File: config.mk
export PLATFORM = sky130hd
export DESIGN_NAME = symm_matmul_seq
export DESIGN_NICKNAME = d
export VERILOG_FILES = /design/src/rtl/symm_matmul_seq_pkg.sv /design/src/rtl/symm_matmul_seq_tri.sv /design/src/rtl/symm_matmul_seq.sv
export SDC_FILE = /design/constraint.sdc
export NUM_CORES = 1
export LEC_CHECK = 0
export BUFFER_PORTS_ARGS = -buffer_cell sky130_fd_sc_hd__buf_2
export CORE_AREA = 2 2 113 115
export CTS_CLUSTER_SIZE = 28
export DETAILED_ROUTE_END_ITERATION = 12
export DIE_AREA = 0 0 115 117
export PLACE_DENSITY = 0.69
export SYNTH_ARGS = -nofsm -noshare
export SYNTH_HDL_FRONTEND = slang
export SYNTH_SLANG_ARGS = --single-unit
File: constraint.sdc
create_clock -name clk -period 21.7 [get_ports clk]
set_input_delay 1.085 -clock clk [delete_from_list [all_inputs] [get_ports clk]]
set_output_delay 1.085 -clock clk [all_outputs]
set_load 0.02 [all_outputs]
File: src/rtl/symm_matmul_seq_pkg.sv
// Shared constants, FSM state type and packed upper-triangle address helpers
// for the symmetric-matrix multiply sequencer.
package symm_matmul_seq_pkg;
  localparam int N_MAX  = 16;
  localparam int DIM_W  = 5;
  localparam int TRI_AW = 8;
  localparam int C_AW   = 8;

  typedef enum logic [2:0] {
    S_IDLE,
    S_ISSUE,
    S_DRAIN,
    S_OUT,
    S_DONE
  } state_t;

  // Rows are packed at a fixed N_MAX pitch, so a layout never depends on the job's n.
  function automatic logic [15:0] row_base(input logic [DIM_W-1:0] r);
    logic [15:0] r16;
    r16 = 16'(r);
    return r16 * 16'(N_MAX) - ((r16 * (r16 - 16'd1)) >> 1);
  endfunction

  function automatic logic [TRI_AW-1:0] tri_addr(input logic [DIM_W-1:0] r,
                                                 input logic [DIM_W-1:0] c);
    logic [DIM_W-1:0] lo, hi;
    logic [15:0]      t;
    lo = (r < c) ? r : c;
    hi = (r < c) ? c : r;
    t  = row_base(lo) + 16'(hi - lo);
    return t[TRI_AW-1:0];
  endfunction

  function automatic logic [C_AW-1:0] c_index(input logic [DIM_W-1:0] i,
                                              input logic [DIM_W-1:0] j);
    logic [15:0] t;
    t = 16'(i) * 16'(N_MAX) + 16'(j);
    return t[C_AW-1:0];
  endfunction
endpackage

File: src/rtl/symm_matmul_seq_tri.sv
// Fold (r, c) onto the stored upper triangle and pack it; zero when idle.
module symm_tri_addr
  import symm_matmul_seq_pkg::*;
(
  input  logic              en,
  input  logic [DIM_W-1:0]  r,
  input  logic [DIM_W-1:0]  c,
  output logic [TRI_AW-1:0] addr
);
  assign addr = en ? tri_addr(r, c) : '0;
endmodule

File: src/rtl/symm_matmul_seq.sv
// Walks i, j, k for C = A*B over packed symmetric operands, strobes the MAC
// and hands each finished C element out on a valid/ready port.
module symm_matmul_seq
  import symm_matmul_seq_pkg::*;
(
  input  logic              clk,
  input  logic              rst_n,
  input  logic              start,
  input  logic [DIM_W-1:0]  n_cfg,
  input  logic              abort,
  output logic              busy,
  output logic              done,
  output logic              cfg_err,
  output logic              rd_en,
  output logic [TRI_AW-1:0] a_addr,
  output logic [TRI_AW-1:0] b_addr,
  output logic              mac_en,
  output logic              mac_first,
  output logic              res_valid,
  input  logic              res_ready,
  output logic [DIM_W-1:0]  res_row,
  output logic [DIM_W-1:0]  res_col,
  output logic [C_AW-1:0]   c_addr
);
  localparam logic [DIM_W-1:0] N_MAX_D = DIM_W'(N_MAX);
  localparam logic [DIM_W-1:0] ONE     = DIM_W'(1);

  state_t           state;
  logic [DIM_W-1:0] n, i, j, k;
  logic [DIM_W-1:0] n_m1;

  assign n_m1 = n - ONE;

  logic [1:0][DIM_W-1:0]  tr, tc;
  logic [1:0][TRI_AW-1:0] taddr;

  // Port 0 reads A(i, k), port 1 reads B(k, j).
  assign tr[0] = i;
  assign tc[0] = k;
  assign tr[1] = k;
  assign tc[1] = j;

  for (genvar g = 0; g < 2; g++) begin : g_tri
    symm_tri_addr u_tri (
      .en  (rd_en),
      .r   (tr[g]),
      .c   (tc[g]),
      .addr(taddr[g])
    );
  end

  assign a_addr  = taddr[0];
  assign b_addr  = taddr[1];
  assign res_row = res_valid ? i : '0;
  assign res_col = res_valid ? j : '0;
  assign c_addr  = res_valid ? c_index(i, j) : '0;

  always_ff @(posedge clk or negedge rst_n) begin
    if (!rst_n) begin
      state     <= S_IDLE;
      n         <= '0;
      i         <= '0;
      j         <= '0;
      k         <= '0;
      busy      <= 1'b0;
      done      <= 1'b0;
      cfg_err   <= 1'b0;
      rd_en     <= 1'b0;
      mac_en    <= 1'b0;
      mac_first <= 1'b0;
      res_valid <= 1'b0;
    end else begin
      done      <= 1'b0;
      cfg_err   <= 1'b0;
      // rd_en is only ever high in ISSUE, so abort here can only mean a live job.
      mac_en    <= rd_en && !abort;
      mac_first <= rd_en && (k == '0) && !abort;
      if (abort && (state == S_ISSUE || state == S_DRAIN || state == S_OUT)) begin
        state     <= S_IDLE;
        i         <= '0;
        j         <= '0;
        k         <= '0;
        busy      <= 1'b0;
        rd_en     <= 1'b0;
        res_valid <= 1'b0;
      end else begin
        case (state)
          S_IDLE: begin
            if (start) begin
              if (n_cfg != '0 && n_cfg <= N_MAX_D) begin
                n     <= n_cfg;
                i     <= '0;
                j     <= '0;
                k     <= '0;
                busy  <= 1'b1;
                rd_en <= 1'b1;
                state <= S_ISSUE;
              end else begin
                cfg_err <= 1'b1;
              end
            end
          end
          S_ISSUE: begin
            if (k == n_m1) begin
              rd_en <= 1'b0;
              state <= S_DRAIN;
            end else begin
              k <= k + ONE;
            end
          end
          S_DRAIN: begin
            res_valid <= 1'b1;
            state     <= S_OUT;
          end
          S_OUT: begin
            if (res_ready) begin
              res_valid <= 1'b0;
              k         <= '0;
              if (j < n_m1) begin
                j     <= j + ONE;
                rd_en <= 1'b1;
                state <= S_ISSUE;
              end else if (i < n_m1) begin
                i     <= i + ONE;
                j     <= '0;
                rd_en <= 1'b1;
                state <= S_ISSUE;
              end else begin
                busy  <= 1'b0;
                done  <= 1'b1;
                state <= S_DONE;
              end
            end
          end
          S_DONE: begin
            state <= S_IDLE;
          end
          default: state <= S_IDLE;
        endcase
      end
    end
  end
endmodule

==> key figures <==
Floorplan
  • Starting Density: 0.437
  • I/O Pins: 51
  • Die Y: 117 um
  • Core area: 12300 um2
  • Die width: 115 um
  • Die Area: 13500 um2
  • Num rows: 41

Layout
  • Area growth syn-to-layout: 9.74%
  • Antenna cells: 0
  • Post-layout nets: 807
  • Share of cells above drive strength 1: 0.137

Clock tree
  • Hold Buf Count CTS: 0
  • CTS tree: built
  • CTS-repair resized insts: 0
  • Htree depth: 2
  • Num CTS Buffers: 5
  • Post-CTS setup buffer count: 0
  • Clk sink count: 30
  • Deepest clock path buffer count: 2
  • Root Buffer: clkbuf_16
  • Worst skew pair latency: 0.28 ns
  • Reg clk slew, reported paths: 0.05 ns

Timing
  • FMAX: 105 MHz
  • Worst Max-Slew Pin Slew: 1.05 ns
  • Slew Limit Headroom: 0.302
  • Tcrit/Tclk final: 0.437
  • Fin. Hold Viols: 0
  • Final TNS setup: 0 ns
  • Final Max Tran Viols: 0
  • Post-layout minimum cycle time: 9.48 ns
  • RSZ-0062 raised after global routing: no
  • Final setup fails: 0
  • Clk_skew: 0.00531 ns

Global routing
  • GRT Util Overall: 0.195
  • Initial antenna violation count: 0
  • Grt ovf: 0
  • First-pass GRT wire length: 21.2 mm
  • Largest net degree at the start of global routing: 31
  • Vias in the first global route: 4476

Synthesis
  • Number of synthesized flops with an enable pin: 0
  • Ys async rst share: 1.00
  • Commonest cells in the netlist: inv_1, ha_1, nor2_1
  • Top FF cell, synth: dfrtp_1
  • Number of distinct library cells after synthesis: 63
  • Number of synthesized register bits: 30
  • Seq/Total Area, Yosys: 0.140
  • Area leader, netlist: ha_1
  • Proportion of netlist area held by the largest area contributor: 0.174
  • Syn_area_per_cell: 8.38 um2
  • Post-Syn Instances: 642
  • Ranking of synthesized cells by area: ha_1, dfrtp_1, fa_1, inv_1, xnor2_1
  • Count leader, synth: inv_1
  • Yosys warns: 0
  • Post-Syn Area: 5380 um2

Placement
  • Port Buf Inserts: 50
  • Post-detail-place hpwl: 10.2 mm
  • Routability cong.: 0.849

Drt
  • Via count: 4474
  • Top sig layer: met4
  • First-pass DRT Iterations: 4
  • Final ANT Viol Nets: 0
  • Met3 WL: 367 um
  • Initial detailed-routing violation count: 268
  • Drt total wl: 12.4 mm
  • Vias per cell: 5.35
  • Residual DRC: 0
  • Routed wire per std cell: 14.8 um
  • Wire length on met1: 5.70 mm
  • Detailed-routed wire length on met2: 6.15 mm

Setup path
  • Reg2Reg Depth: 9
  • Worst-path fanout max: 11
  • CP Capture Type: primary output
  • CP Class: register to primary output
  • Crit path DAT: 8.40 ns
  • WP data required: 20.61 ns
  • Startpoint Class: register

Run
  • Max Cap Violations: 0

Min path
  • Worst Hold Depth: 1
  • Hold Crit Class: register to register

Outcome
  • Status: finished clean
per-layer routing:
layer | up-vias | GRT usage
met4 | 0 | 0.0450
li1 | 2227 | -
met2 | 81 | 0.349
met5 | - | 0
met3 | 15 | 0.0170
met1 | 2151 | 0.258
cell type report:
cell class                      instances  area (um2)
Timing Repair Buffer                   50         250
Tap cell                              150         188
Inverter                               89         334
Sequential cell                        30         751
Multi-Input combinational cell        510        4220
Clock buffer                            8         166
Fill cell                            1201        6410
sequential cells by signal, indices dropped and copies added (netlist names):
signal,cells
res_valid,1
done,1
mac_first,1
mac_en,1
i,5
state,3
busy,1
j,5
k,5
cfg_err,1
n,5
rd_en,1
per-stage QoR:
step                      utilization  worst slack (ns)  hold slack, ns  cells  cell area (um2)
after global routing            0.480             11.75           0.567    837             5900
after detailed placement        0.466             12.57           0.526    829             5740
after floorplan                     -             13.40           0.503    652             5420
final                           0.480             12.22           0.541    837             5900
after global placement          0.466             12.84           0.527    829             5740
after CTS                       0.480             12.24           0.542    837             5900
cell families after synthesis:
kind of cell / Yosys count / synth area share
AOI/OAI and AO/OA: 116 / 0.144
xor gates and xnor gates: 51 / 0.0907
adders and majority gates: 111 / 0.308
buffers and inverters: 112 / 0.0840
DFF: 30 / 0.140
muxes: 19 / 0.0400
other: 2 / 0.00140
and+or+nand+nor: 201 / 0.192
worst max-delay path, cell delays in order, from the launching register on:
cell and delay (ns):
dfrtp_1 0.57, inv_1 0.19, ha_1 0.38, nor2b_1 0.18, o211ai_2 0.16, a21oi_2 0.36, nor2_1 0.07, a21oi_1 0.76
inv_1 0.17, ha_1 0.38, or2_2 0.32, fa_1 0.49, fa_1 0.52, fa_1 0.55, inv_1 0.04, ha_1 0.34
a21oi_1 0.23, xnor2_1 0.12, fa_1 0.50, inv_1 0.05, ha_1 0.33, o21ai_0 0.23, o21bai_1 0.09, a21oi_1 0.22
xnor3_1 0.38, and4_4 0.21, nor3_2 0.09, buf_2 0.18
cell usage in the layout, fill, tap and decap left out, types with 10 or more instances in the layout:
| cell | netlist | routed |
|---|---|---|
| a21o_1 | 13 | 13 |
| a21oi_1 | 35 | 35 |
| and2_1 | 18 | 18 |
| buf_2 | 4 | 50 |
| conb_1 | 2 | 12 |
| dfrtp_1 | 30 | 30 |
| fa_1 | 36 | 36 |
| ha_1 | 75 | 75 |
| inv_1 | 89 | 89 |
| mux2i_1 | 10 | 10 |
| nand2_1 | 29 | 29 |
| nand3_1 | 15 | 15 |
| nor2_1 | 69 | 69 |
| nor2b_1 | 10 | 10 |
| nor3_1 | 15 | 15 |
| o21ai_0 | 20 | 20 |
| or2_2 | 11 | 11 |
| xnor2_1 | 36 | 36 |
| xor2_1 | 12 | 12 |
worst paths after layout:
kind,start,end,slack [ns]
max,k[1],a_addr[7],12.22
min,n[1],n[1],0.54
max reg2reg,n[0],j[1],18.69
min reg2reg,n[1],n[1],0.54
max in group asynchronous,rst_n,k[2],20.41
min in group asynchronous,rst_n,j[1],0.85
Power is not shown: default switching activity piles up to over one toggle a cycle in this logic, so the estimate is an artifact.
